### src/rtl/cpu_pkg.sv
// rtl/cpu_pkg.sv - shared opcode constants, FSM state and jump-condition types for alu_sequencer.
package cpu_pkg;

  localparam logic [3:0] ALU_AND = 4'h0;
  localparam logic [3:0] ALU_OR  = 4'h1;
  localparam logic [3:0] ALU_XOR = 4'h2;
  localparam logic [3:0] ALU_NOT = 4'h3;
  localparam logic [3:0] ALU_INC = 4'h4;
  localparam logic [3:0] ALU_DEC = 4'h5;
  localparam logic [3:0] ALU_SHL = 4'h6;
  localparam logic [3:0] ALU_SHR = 4'h7;

  localparam logic [3:0] OP_AND  = 4'h0;
  localparam logic [3:0] OP_OR   = 4'h1;
  localparam logic [3:0] OP_XOR  = 4'h2;
  localparam logic [3:0] OP_NOT  = 4'h3;
  localparam logic [3:0] OP_INC  = 4'h4;
  localparam logic [3:0] OP_DEC  = 4'h5;
  localparam logic [3:0] OP_SHL  = 4'h6;
  localparam logic [3:0] OP_SHR  = 4'h7;
  localparam logic [3:0] OP_LDA  = 4'h8;
  localparam logic [3:0] OP_LDB  = 4'h9;
  localparam logic [3:0] OP_JMP  = 4'hA;
  localparam logic [3:0] OP_JZ   = 4'hB;
  localparam logic [3:0] OP_JC   = 4'hC;
  localparam logic [3:0] OP_NOP0 = 4'hD;
  localparam logic [3:0] OP_NOP1 = 4'hE;
  localparam logic [3:0] OP_HALT = 4'hF;

`ifdef ALU_SEQUENCER_STEP_EN
  typedef enum logic [2:0] {IDLE, FETCH, DECODE, EXEC, WRITE, HALT, STEP_WAIT} state_t;
`else
  typedef enum logic [2:0] {IDLE, FETCH, DECODE, EXEC, WRITE, HALT} state_t;
`endif

  typedef enum logic [1:0] {JC_ALWAYS, JC_ZERO, JC_CARRY} jcond_t;

endpackage

### src/rtl/alu_sequencer_if.sv
// rtl/alu_sequencer_if.sv - program ROM and external ALU bus between the sequencer and its environment.
interface alu_sequencer_if;
  logic [3:0] imem_addr;
  logic [7:0] imem_data;
  logic [3:0] alu_opcode;
  logic [3:0] alu_a;
  logic [3:0] alu_b;
  logic [3:0] alu_c;
  logic       alu_zf;
  logic       alu_cf;

  modport master (
    output imem_addr, alu_opcode, alu_a, alu_b,
    input  imem_data, alu_c, alu_zf, alu_cf
  );

  modport slave (
    input  imem_addr, alu_opcode, alu_a, alu_b,
    output imem_data, alu_c, alu_zf, alu_cf
  );
endinterface

### src/rtl/alu_seq_decode.sv
// rtl/alu_seq_decode.sv - combinational instruction decode from the instruction opcode nibble.
module alu_seq_decode
  import cpu_pkg::*;
(
  input  logic [3:0] op,
  output logic [3:0] alu_op,
  output logic       is_alu,
  output logic       is_jump,
  output jcond_t     jcond,
  output logic       is_halt,
  output logic       is_lda,
  output logic       is_ldb
);
  always_comb begin
    alu_op  = ALU_AND;
    is_alu  = 1'b0;
    is_jump = 1'b0;
    jcond   = JC_ALWAYS;
    is_halt = 1'b0;
    is_lda  = 1'b0;
    is_ldb  = 1'b0;
    case (op)
      OP_AND:  begin is_alu = 1'b1; alu_op = ALU_AND; end
      OP_OR:   begin is_alu = 1'b1; alu_op = ALU_OR;  end
      OP_XOR:  begin is_alu = 1'b1; alu_op = ALU_XOR; end
      OP_NOT:  begin is_alu = 1'b1; alu_op = ALU_NOT; end
      OP_INC:  begin is_alu = 1'b1; alu_op = ALU_INC; end
      OP_DEC:  begin is_alu = 1'b1; alu_op = ALU_DEC; end
      OP_SHL:  begin is_alu = 1'b1; alu_op = ALU_SHL; end
      OP_SHR:  begin is_alu = 1'b1; alu_op = ALU_SHR; end
      OP_LDA:  is_lda = 1'b1;
      OP_LDB:  is_ldb = 1'b1;
      OP_JMP:  begin is_jump = 1'b1; jcond = JC_ALWAYS; end
      OP_JZ:   begin is_jump = 1'b1; jcond = JC_ZERO;   end
      OP_JC:   begin is_jump = 1'b1; jcond = JC_CARRY;  end
      OP_NOP0, OP_NOP1: ;
      OP_HALT: is_halt = 1'b1;
      default: ;
    endcase
  end
endmodule

### src/rtl/alu_sequencer.sv
// rtl/alu_sequencer.sv - multi-cycle sequencer driving an external 4-bit ALU from a 16-word program ROM.
// Define ALU_SEQUENCER_STEP_EN for single-step mode (adds the step port and the STEP_WAIT state).
module alu_sequencer
  import cpu_pkg::*;
(
  input  logic       clk,
  input  logic       rst_n,
  input  logic       run,
`ifdef ALU_SEQUENCER_STEP_EN
  input  logic       step,
`endif
  alu_sequencer_if.master bus,
  output logic [3:0] acc,
  output logic       zf_q,
  output logic       cf_q,
  output logic       busy,
  output logic       halted
);
  state_t     state;
  logic [3:0] pc;
  logic [7:0] ir;
  logic [3:0] breg;
  logic [3:0] imem_addr_q;
  logic [3:0] alu_opcode_q;

  logic [3:0] dec_alu_op;
  logic       dec_is_alu;
  logic       dec_is_jump;
  jcond_t     dec_jcond;
  logic       dec_is_halt;
  logic       dec_is_lda;
  logic       dec_is_ldb;
  logic       jump_taken;
  logic [3:0] pc_inc;

`ifdef ALU_SEQUENCER_STEP_EN
  localparam state_t AFTER_INSTR = STEP_WAIT;
`else
  localparam state_t AFTER_INSTR = FETCH;
`endif

  alu_seq_decode u_decode (
    .op      (ir[7:4]),
    .alu_op  (dec_alu_op),
    .is_alu  (dec_is_alu),
    .is_jump (dec_is_jump),
    .jcond   (dec_jcond),
    .is_halt (dec_is_halt),
    .is_lda  (dec_is_lda),
    .is_ldb  (dec_is_ldb)
  );

  assign bus.imem_addr  = imem_addr_q;
  assign bus.alu_opcode = alu_opcode_q;
  assign bus.alu_a      = acc;
  assign bus.alu_b      = breg;

  // 4-bit pc wraps 15 -> 0 naturally
  assign pc_inc = pc + 4'd1;

  always_comb begin
    case (dec_jcond)
      JC_ZERO:  jump_taken = zf_q;
      JC_CARRY: jump_taken = cf_q;
      default:  jump_taken = 1'b1;
    endcase
  end

  always_ff @(posedge clk or negedge rst_n) begin
    if (!rst_n) begin
      state        <= IDLE;
      pc           <= 4'd0;
      ir           <= 8'd0;
      acc          <= 4'd0;
      breg         <= 4'd0;
      zf_q         <= 1'b0;
      cf_q         <= 1'b0;
      imem_addr_q  <= 4'd0;
      alu_opcode_q <= 4'd0;
      busy         <= 1'b0;
      halted       <= 1'b0;
    end else begin
      case (state)
        IDLE: begin
          pc <= 4'd0;
          if (run) begin
            state <= FETCH;
            busy  <= 1'b1;
          end
        end
        FETCH: begin
          imem_addr_q <= pc;
          state       <= DECODE;
        end
        DECODE: begin
          ir    <= bus.imem_data;
          state <= EXEC;
        end
        EXEC: begin
          if (dec_is_alu) begin
            alu_opcode_q <= dec_alu_op;
            state        <= WRITE;
          end else if (dec_is_halt) begin
            state  <= HALT;
            busy   <= 1'b0;
            halted <= 1'b1;
          end else begin
            // LDA/LDB/jumps/NOP retire here and leave the flags untouched
            if (dec_is_lda) acc  <= ir[3:0];
            if (dec_is_ldb) breg <= ir[3:0];
            pc    <= (dec_is_jump && jump_taken) ? ir[3:0] : pc_inc;
            state <= AFTER_INSTR;
          end
        end
        WRITE: begin
          acc   <= bus.alu_c;
          zf_q  <= bus.alu_zf;
          cf_q  <= bus.alu_cf;
          pc    <= pc_inc;
          state <= AFTER_INSTR;
        end
        HALT: begin
          if (!run) begin
            state  <= IDLE;
            halted <= 1'b0;
          end
        end
`ifdef ALU_SEQUENCER_STEP_EN
        STEP_WAIT: begin
          if (step) state <= FETCH;
        end
`endif
        default: begin
          state  <= IDLE;
          busy   <= 1'b0;
          halted <= 1'b0;
        end
      endcase
    end
  end
endmodule

### src/flat_wrapper.sv
// flat-port wrapper written by rule: the top's interface ports become plain ports
module alu_sequencer_flat import cpu_pkg::*;
  (clk, rst_n, run, acc, zf_q, cf_q, busy, halted, bus_imem_addr, bus_alu_opcode, bus_alu_a, bus_alu_b, bus_imem_data, bus_alu_c, bus_alu_zf, bus_alu_cf);
  alu_sequencer_if bus_i ();
  input  logic clk;
  input  logic rst_n;
  input  logic run;
  output logic [3:0] acc;
  output logic zf_q;
  output logic cf_q;
  output logic busy;
  output logic halted;
  output wire logic [$bits(bus_i.imem_addr)-1:0] bus_imem_addr;
  output wire logic [$bits(bus_i.alu_opcode)-1:0] bus_alu_opcode;
  output wire logic [$bits(bus_i.alu_a)-1:0] bus_alu_a;
  output wire logic [$bits(bus_i.alu_b)-1:0] bus_alu_b;
  input wire logic [$bits(bus_i.imem_data)-1:0] bus_imem_data;
  input wire logic [$bits(bus_i.alu_c)-1:0] bus_alu_c;
  input wire logic [$bits(bus_i.alu_zf)-1:0] bus_alu_zf;
  input wire logic [$bits(bus_i.alu_cf)-1:0] bus_alu_cf;
  assign bus_imem_addr = bus_i.imem_addr;
  assign bus_alu_opcode = bus_i.alu_opcode;
  assign bus_alu_a = bus_i.alu_a;
  assign bus_alu_b = bus_i.alu_b;
  assign bus_i.imem_data = bus_imem_data;
  assign bus_i.alu_c = bus_alu_c;
  assign bus_i.alu_zf = bus_alu_zf;
  assign bus_i.alu_cf = bus_alu_cf;
  alu_sequencer u_core (.clk(clk), .rst_n(rst_n), .run(run), .bus(bus_i), .acc(acc), .zf_q(zf_q), .cf_q(cf_q), .busy(busy), .halted(halted));
endmodule
### config.mk
export PLATFORM = sky130hd
export DESIGN_NAME = alu_sequencer_flat
export DESIGN_NICKNAME = d
export VERILOG_FILES = /design/src/rtl/cpu_pkg.sv /design/src/rtl/alu_sequencer_if.sv /design/src/rtl/alu_seq_decode.sv /design/src/rtl/alu_sequencer.sv /design/src/flat_wrapper.sv
export SDC_FILE = /design/constraint.sdc
export NUM_CORES = 1
export LEC_CHECK = 0
export ABC_AREA = 0
export BUFFER_PORTS_ARGS = -buffer_cell sky130_fd_sc_hd__buf_2
export CAP_MARGIN = 40
export CORE_UTILIZATION = 25
export DETAILED_ROUTE_END_ITERATION = 10
export SLEW_MARGIN = 25
export SYNTH_ARGS = -nofsm -noshare
export SYNTH_HDL_FRONTEND = slang
export SYNTH_SLANG_ARGS = --single-unit
### constraint.sdc
create_clock -name clk -period 1.7 [get_ports clk]
set_input_delay 0 -clock clk [delete_from_list [all_inputs] [get_ports clk]]
set_output_delay 0 -clock clk [all_outputs]
set_load 0.05 [all_outputs]
# Word-level counts from Yosys, hierarchy flattened
# Index checks and enable logic that the tools add are counted.
[classes]
n_mux = 29
shift = 0
n_mul = 0
add_sub_neg = 1
div = 0
bitwise = 4
reduce_logical = 16
magnitude_cmp = 0
eq_ne = 26
[ops]
columns = ["operator", "n"]
rows = [
  ["== test 4 bit (second input constant)", 6],
  ["two-way mux 4 bit", 6],
  ["one-hot mux 3 bit (7 select lines)", 1],
  ["one-hot mux 3 bit (6 select lines)", 1],
  ["== test 4 x 3 -> 1 bit (second input constant)", 4],
  ["AND reduction 4 bit", 4],
  ["two-way mux 3 bit", 4],
  ["one-hot mux 4 bit (3 select lines)", 1],
  ["two-way mux 1 bit", 11],
  ["== test 4 x 2 -> 1 bit (second input constant)", 2],
  ["!= test 2 bit (second input constant)", 4],
  ["one-hot mux 4 bit (2 select lines)", 1],
  ["OR reduction 4 bit", 2],
  ["OR reduction 8 bit", 1],
  ["== test 3 x 2 -> 1 bit (second input constant)", 2],
  ["== test 3 bit (second input constant)", 2],
  ["one-hot mux 1 bit (3 select lines)", 2],
  ["adder 4 x 1 -> 4 bit (second input constant)", 1],
  ["== test 4 x 1 -> 1 bit (second input constant)", 1],
  ["logical NOT 4 bit", 1],
  ["!= test 2 x 1 -> 1 bit (second input constant)", 2],
  ["inverter 1 bit", 4],
  ["one-hot mux 2 bit (2 select lines)", 1],
  ["AND reduction 2 bit", 2],
  ["10 further kinds", 10],
]
[word_totals]
memories = 0
ff_bits = 35
mem_bits_rw = 0
out_inout_bits = 24
rom_bits = 0
latch_bits = 0
wordCells = 87

# Longest topological paths before layout
[logic_depth]
ltp_word = 9
depth_mapped = 9

# Modules after synthesis
# Synthesis repeated with hierarchy kept, for this count alone.
[unflattened]
hier_cells = 178
hier_area_um2 = 1798.0
[modules_own_cells]
columns = ["mod", "cells_per_inst", "seq_area_each_um2", "area_each_um2", "n_inst"]
rows = [
  ["alu_sequencer", 162, 875.8, 1709.1, 1],
  ["alu_seq_decode", 16, 0.0, 88.8, 1],
]

# Worst setup path before layout
# Ideal clock, no wire load.
[synth_timing]
path_kind = "reg2reg"
from = "reg u_core.ir[7]"
to = "reg u_core.pc[1]"
required_ps = 1571
slack_ps = -139
t_arrival_ps = 1710
setup_time_ps = 129
n_path_buf = 1
stages_incl_launch_ff = 10
path_cell_list = "dfrtp_1 buf_2 nor2b_1 nand3_1 inv_1 ha_1 a22oi_1 a22oi_2 mux2i_1 o32ai_1"
[synth_between]
elab_chain_cells = 9
elab_cells_between_ends = 29
[synth_rtl]
columns = ["item", "line_no", "source"]
rows = [
  ["start, declared", "alu_sequencer.sv:21", "logic [7:0] ir;"],
  ["start signal, assigned", "alu_sequencer.sv:96", "ir <= bus.imem_data;"],
  ["== test 4 bit", "alu_seq_decode.sv:22", "case (op)"],
  ["one-hot mux 2 bit (2 select lines)", "alu_seq_decode.sv:22", ""],
  ["== test 2 bit / == test 2 x 1 -> 1 bit (equally long branches)", "alu_sequencer.sv:62", "case (dec_jcond)"],
  ["one-hot mux 1 bit (2 select lines)", "alu_sequencer.sv:62", ""],
  ["logical AND 1 bit", "alu_sequencer.sv:111", "pc <= (dec_is_jump && jump_taken) ? ir[3:0] : pc_inc;"],
  ["two-way mux 4 bit", "alu_sequencer.sv:111", ""],
  ["two-way mux 4 bit", "alu_sequencer.sv:103", "end else if (dec_is_halt) begin"],
  ["two-way mux 4 bit", "alu_sequencer.sv:100", "if (dec_is_alu) begin"],
  ["one-hot mux 4 bit (3 select lines)", "alu_sequencer.sv:83", "case (state)"],
  ["end signal, assigned", "alu_sequencer.sv:111", ""],
  ["end signal, assigned", "alu_sequencer.sv:119", "pc <= pc_inc;"],
  ["end, declared", "alu_sequencer.sv:20", "logic [3:0] pc;"],
]
# Parallel ways exist; a longest one is shown, timed or not. The select of a mux whose other input is x is not followed.
# A chain may end at the register's enable or synchronous reset.

# Final worst setup path
[layout_timing]
from = "reg u_core.ir[5]"
to = "reg u_core.pc[0]"
# The elaborated chain is that of the path after synthesis.

==> flow_summary.toml <==
[detailed_routing]
dr.pass1.iters = 4
drtAntennaViolNets = 0
drc = 0
vias = 1419
vias_per_cell = 4.434
wirelength_microns = 4134
drt_iter0_markers = 48
wl_per_cell_microns = 12.92

[sta]
layout_min_cycle_time_ns = 1.737
fmax_mhz = 575.9
hold_ws_ns = -0.001058
layout_setup_ws_ns = -0.03652
slew_violations = 0
fin_tns_setup_ns = -0.05984
rsz0062_at_grt = "true"
finClkSkew_ns = 0.007501
period_share_pct = 102.1
setup_viol = 3
timing_hold_violations_final = 1

[worst_setup_path]
max_stage_delay_ns = 0.43
path_buf_inv = 3
slowest_stage = "dfrtp_2"
critPathKind = "register to register"
worstPathArrival_ns = 1.94
worst_setup_path_start_kind = "register"
cp_cell_sequence = "buf_6 > nand3_4 > inv_2 > ha_4 > a22oi_2 > a22oi_2 > buf_6 > or3_1 > o221ai_1"
crit_required_ns = 1.90
critPathTopFamily = "flip-flops"
critPathMaxFanout = 7
end_kind = "register"

[outcome]
violations = "negative hold slack, negative setup slack"
status = "finished with violations"

[synth]
synth_area_leaders = "dfrtp_1 (48%), mux2_2 (10%), mux2i_1 (4.0%), buf_4 (3.0%), ha_1 (2.8%)"
seq_area_frac_synth_pct = 48.33
netlist_top_cells_count = "dfrtp_1 (34), mux2_2 (16), nand2_1 (10)"
avgSynthCellArea_sq_um = 11.28
ys_async_sr_fraction_pct = 100.0
synth_nets = 177
ys_types = 41
synth-seq-cells = 34
yosysTopAreaCell = "dfrtp_1"
synth.most_common_cell = "dfrtp_1"
yosys_warnings = 0
netlist_area_sq_mm = 0.001760
synth_enable_flop_cells = 0
synthCells = 156
synthFlopType = "dfrtp_1"
synth_top_area_share_pct = 48.33

[floorplanning]
num_rows = 30
fp.dieH_microns = 85.92
die_area_sq_mm = 0.007381
core-area_sq_mm = 0.006794
start_util_pct = 25.91
die_w_microns = 85.92
io-pin-count = 41

[power]
vdd_drop_max_mv = 1.017
power.density_mw_per_mm2 = 2204
p_leak_nw = 1.123

[global_routing]
grt_usage_pct = 12.17
grt_pass1_vias = 1434
grt_pass1_wl_microns = 6865
overflow = 0
antenna_found_initial = 0
grt_max_degree = 24

[place]
post_dp_cell_area_sq_mm = 0.002176
port_buffers = 39
post-place-ws_ns = -0.06296
place.gp.congestion = 0.7287
place_hpwl_microns = 2961

[final_layout]
nets = 245
diodes = 0
final_cell_area_sq_mm = 0.002489
multi_input_area_sq_um = 903.4
drive_gt1_share_pct = 45.54
nFillCells = 688
area_delta_synth_final_pct = 41.36
seqCellArea_sq_um = 853.3

[cts]
clk_latency_ns = 0.29
cts_buffers = 5
clkSinkCount = 34
h-tree-depth = 2
root_buffer = "clkbuf_8"
clk_pin_slew_ns = 0.07
cts_tree = "done"
cts_buffer_depth = 2

[worst_hold_path]
min_path_type = "input pin to register"

[job]
max-cap-violations = 0
metrics by stage:
step                total power (W)  utilization, %  std cells
CTS                        0.005448           36.02        318
floorplan                  0.003805               -        156
global placement           0.004518           32.03        297
finish                     0.005485           36.63        320
global route               0.005843           36.63        320
detailed placement         0.004568           32.03        297
layer usage:
layer | wire length, microns | global-route usage [%]
met5 | 0 | 0
met3 | 172 | 3.465
met2 | 1852 | 18.76
met1 | 2045 | 15.89
met4 | 63 | 5.303
worst reg2reg max path: stages, from the launching register on:
cell and delay, ns:
dfrtp_2 0.43, buf_6 0.14, nand3_4 0.11, inv_2 0.06
ha_4 0.16, a22oi_2 0.15, a22oi_2 0.10, buf_6 0.14
or3_1 0.30, o221ai_1 0.07
state kept, by name, summed over array words and instances (netlist names):
signal	cells
u_core.ir	8
u_core.acc	4
u_core.bus.alu_b	4
u_core.bus.imem_addr	4
u_core.pc	4
u_core.bus.alu_opcode	3
u_core.state	3
u_core.busy	1
u_core.cf_q	1
u_core.halted	1
u_core.zf_q	1
report_power, final:
group | internal [W] | switching (W) | total, W
clock network | 0.000469 | 0.000297 | 0.000766
registers | 0.00121 | 0.000356 | 0.00156
logic | 0.00125 | 0.00190 | 0.00316
layout by cell type, fill, tap and decap left out, types with 3 or more instances in the layout:
cell and n:
buf_2 39, dfrtp_1 32, buf_4 18, mux2_2 16
dlygate4sd3_1 11, nand2_1 10, o21ai_0 9, mux2i_1 7
clkbuf_8 6, mux2_1 4, nor2_1 4, inv_1 4
a21oi_1 4, nand3_1 4, nor2b_1 4, a21boi_0 4
ha_4 3, buf_6 3
path summary, 6_finish.rpt:
check | to | startpoint | cells after the start | slack, ns
worst min-delay path | u_core.acc[1] | bus_alu_c[1] | 3 | -0.001
worst max-delay path | u_core.pc[0] | u_core.ir[5] | 9 | -0.04
max in group asynchronous | u_core.ir[6] | rst_n | 3 | 0.97
min in group asynchronous | u_core.bus.alu_b[3] | rst_n | 2 | 0.11
worst min register to register | u_core.bus.alu_b[2] | u_core.bus.alu_b[2] | 1 | 0.48
worst max register to register | u_core.pc[0] | u_core.ir[5] | 9 | -0.04
timing repair:
item,CTS,global route
buffers inserted,3,3
setup endpoints to repair,4,4
pin swaps,2,9
cloned,0,0
hold buffers,11,0
hold endpoints to repair,44,0
resized for setup,6,6
cell type report:
class / instances / share of cell area (%)
multi-input combinational: 106 / 36.30
sequential: 34 / 34.29
timing repair buffer: 71 / 19.05
tap: 96 / 4.827
clock buffer: 6 / 3.318
clock inverter: 1 / 1.207
inverter: 6 / 1.006
cell families after synthesis:
| logic type | Yosys count | synth area share [%] |
|---|---|---|
| AOI/OAI and AO/OA | 32 | 12.72 |
| xor gates and xnor gates | 3 | 1.493 |
| adders and majority gates | 4 | 2.843 |
| buffers and inverters | 16 | 5.046 |
| DFF | 34 | 48.33 |
| muxes | 27 | 16.77 |
| other | 1 | 0.2130 |
| and+or+nand+nor | 39 | 12.58 |
(Power assumes the default switching activity.)
